### src/rtl/instruction_encoder_pkg.sv
// Shared field geometry and FSM states for the instruction encoder and its packer.
package instruction_encoder_pkg;

  localparam int unsigned WordW    = 16;
  localparam int unsigned OpcodeW  = 4;
  localparam int unsigned RegW     = 3;
  localparam int unsigned ImmW     = 6;

  localparam int unsigned OpcodeLsb = 12;
  localparam int unsigned RdLsb     = 9;
  localparam int unsigned Rs1Lsb    = 6;
  localparam int unsigned Rs2Lsb    = 3;
  localparam int unsigned ImmLsb    = 0;

  typedef enum logic [1:0] {
    StIdle,
    StAccept,
    StWrite,
    StDone
  } state_e;

endpackage

### src/rtl/instruction_packer.sv
// Combinational packing of instruction fields into a 16-bit word (register or immediate format).
module instruction_packer
  import instruction_encoder_pkg::*;
(
  input  logic               fmt_imm,
  input  logic [OpcodeW-1:0] opcode,
  input  logic [RegW-1:0]    rd,
  input  logic [RegW-1:0]    rs1,
  input  logic [RegW-1:0]    rs2,
  input  logic [ImmW-1:0]    immediate,
  output logic [WordW-1:0]   word
);

  always_comb begin
    word = '0;
    word[OpcodeLsb +: OpcodeW] = opcode;
    word[RdLsb +: RegW]        = rd;
    word[Rs1Lsb +: RegW]       = rs1;
    // Immediate format reuses the rs2 slot and the low zero bits.
    if (fmt_imm) begin
      word[ImmLsb +: ImmW] = immediate;
    end else begin
      word[Rs2Lsb +: RegW] = rs2;
    end
  end

endmodule

### src/rtl/instruction_encoder.sv
// Burst instruction encoder: accepts field sets, writes packed words to consecutive memory
// addresses (one word per two cycles) and reports an XOR checksum at completion.
module instruction_encoder
  import instruction_encoder_pkg::*;
#(
  parameter int unsigned ADDR_W = 8,
  parameter int unsigned LEN_W  = ADDR_W + 1
) (
  input  logic               clk,
  input  logic               rst_n,
  input  logic               start,
  input  logic [ADDR_W-1:0]  base_addr,
  input  logic [LEN_W-1:0]   length,
  input  logic               abort,
  input  logic               in_valid,
  output logic               in_ready,
  input  logic               fmt_imm,
  input  logic [OpcodeW-1:0] opcode,
  input  logic [RegW-1:0]    rd,
  input  logic [RegW-1:0]    rs1,
  input  logic [RegW-1:0]    rs2,
  input  logic [ImmW-1:0]    immediate,
  output logic               mem_we,
  output logic [ADDR_W-1:0]  mem_addr,
  output logic [WordW-1:0]   mem_wdata,
  output logic               done,
  output logic [WordW-1:0]   checksum
);

  state_e             state_q, state_d;
  logic [ADDR_W-1:0]  base_q, base_d;
  logic [LEN_W-1:0]   length_q, length_d;
  logic [LEN_W-1:0]   index_q, index_d;
  logic [LEN_W-1:0]   index_inc;
  logic [ADDR_W-1:0]  mem_addr_q, mem_addr_d;
  logic [WordW-1:0]   mem_wdata_q, mem_wdata_d;
  logic [WordW-1:0]   checksum_q, checksum_d;
  logic [WordW-1:0]   word;

  instruction_packer u_packer (
    .fmt_imm   (fmt_imm),
    .opcode    (opcode),
    .rd        (rd),
    .rs1       (rs1),
    .rs2       (rs2),
    .immediate (immediate),
    .word      (word)
  );

  assign index_inc = index_q + LEN_W'(1);

  always_comb begin
    state_d     = state_q;
    base_d      = base_q;
    length_d    = length_q;
    index_d     = index_q;
    mem_addr_d  = mem_addr_q;
    mem_wdata_d = mem_wdata_q;
    checksum_d  = checksum_q;
    in_ready    = 1'b0;
    mem_we      = 1'b0;
    done        = 1'b0;

    unique case (state_q)
      StIdle: begin
        if (start) begin
          index_d    = '0;
          checksum_d = '0;
          if (length != '0) begin
            base_d   = base_addr;
            length_d = length;
            state_d  = StAccept;
          end else begin
            state_d = StDone;
          end
        end
      end
      StAccept: begin
        in_ready = !abort;
        if (abort) begin
          state_d = StIdle;
        end else if (in_valid) begin
          mem_wdata_d = word;
          // Truncation to ADDR_W gives the required modulo wrap.
          mem_addr_d  = base_q + index_q[ADDR_W-1:0];
          state_d     = StWrite;
        end
      end
      StWrite: begin
        mem_we     = 1'b1;
        checksum_d = checksum_q ^ mem_wdata_q;
        index_d    = index_inc;
        if (abort) begin
          state_d = StIdle;
        end else if (index_inc == length_q) begin
          state_d = StDone;
        end else begin
          state_d = StAccept;
        end
      end
      StDone: begin
        done    = 1'b1;
        state_d = StIdle;
      end
      default: state_d = StIdle;
    endcase
  end

  always_ff @(posedge clk) begin
    if (!rst_n) begin
      state_q     <= StIdle;
      base_q      <= '0;
      length_q    <= '0;
      index_q     <= '0;
      mem_addr_q  <= '0;
      mem_wdata_q <= '0;
      checksum_q  <= '0;
    end else begin
      state_q     <= state_d;
      base_q      <= base_d;
      length_q    <= length_d;
      index_q     <= index_d;
      mem_addr_q  <= mem_addr_d;
      mem_wdata_q <= mem_wdata_d;
      checksum_q  <= checksum_d;
    end
  end

  assign mem_addr  = mem_addr_q;
  assign mem_wdata = mem_wdata_q;
  assign checksum  = checksum_q;

endmodule

### config.mk
export PLATFORM = sky130hd
export DESIGN_NAME = instruction_encoder
export DESIGN_NICKNAME = d
export VERILOG_FILES = /design/src/rtl/instruction_encoder_pkg.sv /design/src/rtl/instruction_packer.sv /design/src/rtl/instruction_encoder.sv
export SDC_FILE = /design/constraint.sdc
export NUM_CORES = 1
export LEC_CHECK = 0
export CORE_MARGIN = 8
export CORE_UTILIZATION = 49
export DETAILED_ROUTE_END_ITERATION = 8
export MAX_ROUTING_LAYER = met4
export PLACE_DENSITY_LB_ADDON = 0.12
export REMOVE_ABC_BUFFERS = 1
export SYNTH_ARGS = -nofsm -noshare
export SYNTH_HDL_FRONTEND = slang
export SYNTH_SLANG_ARGS = --single-unit
### constraint.sdc
create_clock -name clk -period 2.7 [get_ports clk]
set_input_delay 0.405 -clock clk [delete_from_list [all_inputs] [get_ports clk]]
set_output_delay 0.405 -clock clk [all_outputs]
set_load 0.02 [all_outputs]
==> flow_summary.ini, run 1 <==
[cts]
cts_root_buffer = clkbuf_8
clock_path_buffers = 2
postCtsSetupBuffers = 0
cts_sinks = 68
cts-resized-gates = 0
cts_buffers = 9
insertion_delay_ns = 0.33
hold_buffers = 0
path_clk_slew_ns = 0.08
cts_tree = built
htree_levels = 3

[logic_synthesis]
synth_edf_count = 0
yosysTopAreaCell = dfxtp_1
synth_top_area_frac = 0.4046
synthTopCellsByCount = dfxtp_1, nand2_1, nor2b_1
synth_cell_types = 51
yosysMostFrequentCell = dfxtp_1
synth_top_family_by_area = simple AND/OR/NAND/NOR gates
syn_inst = 378
synth_fa_ha_area_frac = 0.03570
yosysWarnings = 0
synth_area_leaders = dfxtp_1, nand2_1, nor2b_1
syn-cell-area_um2 = 3364
synth-xor-area-share = 0.08330
ys.flop_type = dfxtp_1
synth-compound-area-share = 0.1443
synth_seq_cells = 68
synth-async-reset-ratio = 0
synth.avg_cell_area_um2 = 8.901
yosysSeqAreaShare = 0.4046
synthSimpleGateAreaFrac = 0.2283
synthMuxAreaShare = 0.06099

[final_layout]
antennaDiodeCount = 0
final_cell_area_um2 = 4477
area_delta_synth_final_pct = 33.06
layout-drive-gt1-share = 0.07576
fin_nets = 508
post-route-util = 0.6663

[grt]
grt_max_degree = 58
overflow = 0
grt.total_usage = 0.1737
grt_pass1_wl_um = 13640
grt_pass1_vias = 2888
antenna_found_initial = 0

[sta]
setup-tns-final_ns = 0
setup_viol = 0
fin_crit_ns = 2.339
whs_ns = 0.4535
fmax_ghz = 0.4275
max_slew_margin = 0.4021
period_share = 0.8663
final_max_slew_viol_count = 0
rsz0062_at_grt = no
finalHoldViolCount = 0
worst_pin_slew_ns = 0.8968
finalClockSkew_ns = 0.008577

[worst_setup_path]
path_max_fanout = 17
critPathKind = reg2out
startpoint_type = flip-flop
cp-end-kind = primary output
crit_required_ns = 2.30
critPathArrivalTime_ns = 1.93

[placed_design]
postPlaceCellArea_um2 = 4260
numPortBuffers = 84
hpwl_um = 5972
gp_congestion = 0.8615

[power_and_ir_drop]
p_int_mw = 1.702
power_mw = 2.208
comb_power_share = 0.110
p_switching_uw = 506.2
swShare = 0.2292
power.density_nw_per_um2 = 493.3
power_frac_seq = 0.476
vdd_drop_max_uv = 354.1
leakagePower_nw = 1.693
pwr-share-clk = 0.414

[run]
max_cap_viol_count = 0

[route]
post_drt_wl_per_cell_um = 15.28
initialDrtViolationCount = 81
routed_wl_um = 8280
dr.pass1.iters = 4
vias = 2895
ant_nets = 0
drc = 0
viasPerCell = 5.341

[die]
dieArea_um2 = 9774
ios = 85
core-area_um2 = 6719
num_rows = 30
start_util = 0.5007
die_w_um = 98.87
die_y_um = 98.87

[status]
status = completed

[min_path]
hold_path_class = reg2reg
-- logic make-up (layout without fill, tap and decap cells) --
group / after synthesis / in the layout
simple gates: 152 / 152
flops: 68 / 68
compound gates: 67 / 67
xor+xnor: 32 / 32
buf+inv: 30 / 114
mux: 20 / 20
fa+ha+maj: 9 / 9
-- metal layers --
metal | up-vias | global-route usage | routed length, um
met3 | 10 | 0.04369 | 486
met5 | - | - | 0
met1 | 1357 | 0.1965 | 3656
li1 | 1445 | - | -
met2 | 83 | 0.2895 | 4049
met4 | 0 | 0.06375 | 88
-- power groups by stage --
stage          Clock (mW)  Combinational (mW)  Sequential (mW)
3_3_place_gp            0               0.239             1.07
5_1_grt             0.971               0.264             1.05
2_1_floorplan           0               0.106             1.08
6_report            0.915               0.243             1.05
4_1_cts             0.929               0.244             1.05
3_5_place_dp            0               0.242             1.07
-- flip-flops by register name (all words and copies together), names as in the netlist --
| signal | cells |
|---|---|
| mem_wdata | 16 |
| state_q | 2 |
| base_q | 8 |
| mem_addr | 8 |
| index_q | 9 |
| length_q | 9 |
| checksum | 16 |
-- per-stage QoR --
stage,std cells,worst slack (ns)
4_1_cts,542,0.3451
3_5_place_dp,526,0.3813
5_1_grt,542,0.2472
6_report,542,0.3611
3_3_place_gp,526,0.4260
2_1_floorplan,353,0.08694
-- worst paths after layout --
kind                                   from           to  slack [ns]  cells past startpoint
worst max register to register   index_q[0]  mem_addr[4]        0.50                      8
worst min register to register  mem_addr[0]  mem_addr[0]        0.45                      2
worst min-delay path            mem_addr[0]  mem_addr[0]        0.45                      2
worst max-delay path             state_q[0]     in_ready        0.36                      2
-- layout make-up --
class | instances | area (um^2)
Multi-Input combinational cell | 280 | 1859
Inverter | 5 | 18.77
Sequential cell | 68 | 1361
Tap cell | 80 | 100.1
Clock buffer | 11 | 141.4
Clock inverter | 5 | 75.07
Timing Repair Buffer | 93 | 920.9
Fill cell | 584 | 2242
-- worst max-delay path, stage by stage (launching register included) --
cell and delay [ns]:
dfxtp_1 0.65, nor3b_2 0.30, clkdlybuf4s50_1 0.65
-- layout by cell type (no fill, tap or decap), drive strengths merged, types with 3 or more instances in the layout --
cell / instances
nor3b: 4
a21o: 3
nor2: 27
mux2i: 16
a22oi: 10
xor2: 22
inv: 5
o211ai: 3
a21oi: 7
nand2: 54
nor3: 8
xnor2: 10
a21boi: 16
nand3: 9
buf: 9
ha: 8
dfxtp: 68
clkdlybuf4s50: 84
nand4: 3
o31ai: 3
clkinv: 3
o211a: 5
nor2b: 31
mux2: 4
o21ai: 10
and2: 6
clkbuf: 11
Power figures use the tool's default switching activity.
==> run 2, diff against run 1 <==
--- a/config.mk
+++ b/config.mk
@@ -5,6 +5,7 @@
 export SDC_FILE = /design/constraint.sdc
 export NUM_CORES = 1
 export LEC_CHECK = 0
+export CAP_MARGIN = 10
 export CORE_MARGIN = 8
 export CORE_UTILIZATION = 49
 export DETAILED_ROUTE_END_ITERATION = 8
==> results of run 2 <==
Same layout as run 1: the final DEF is identical, and so are final timing and power.
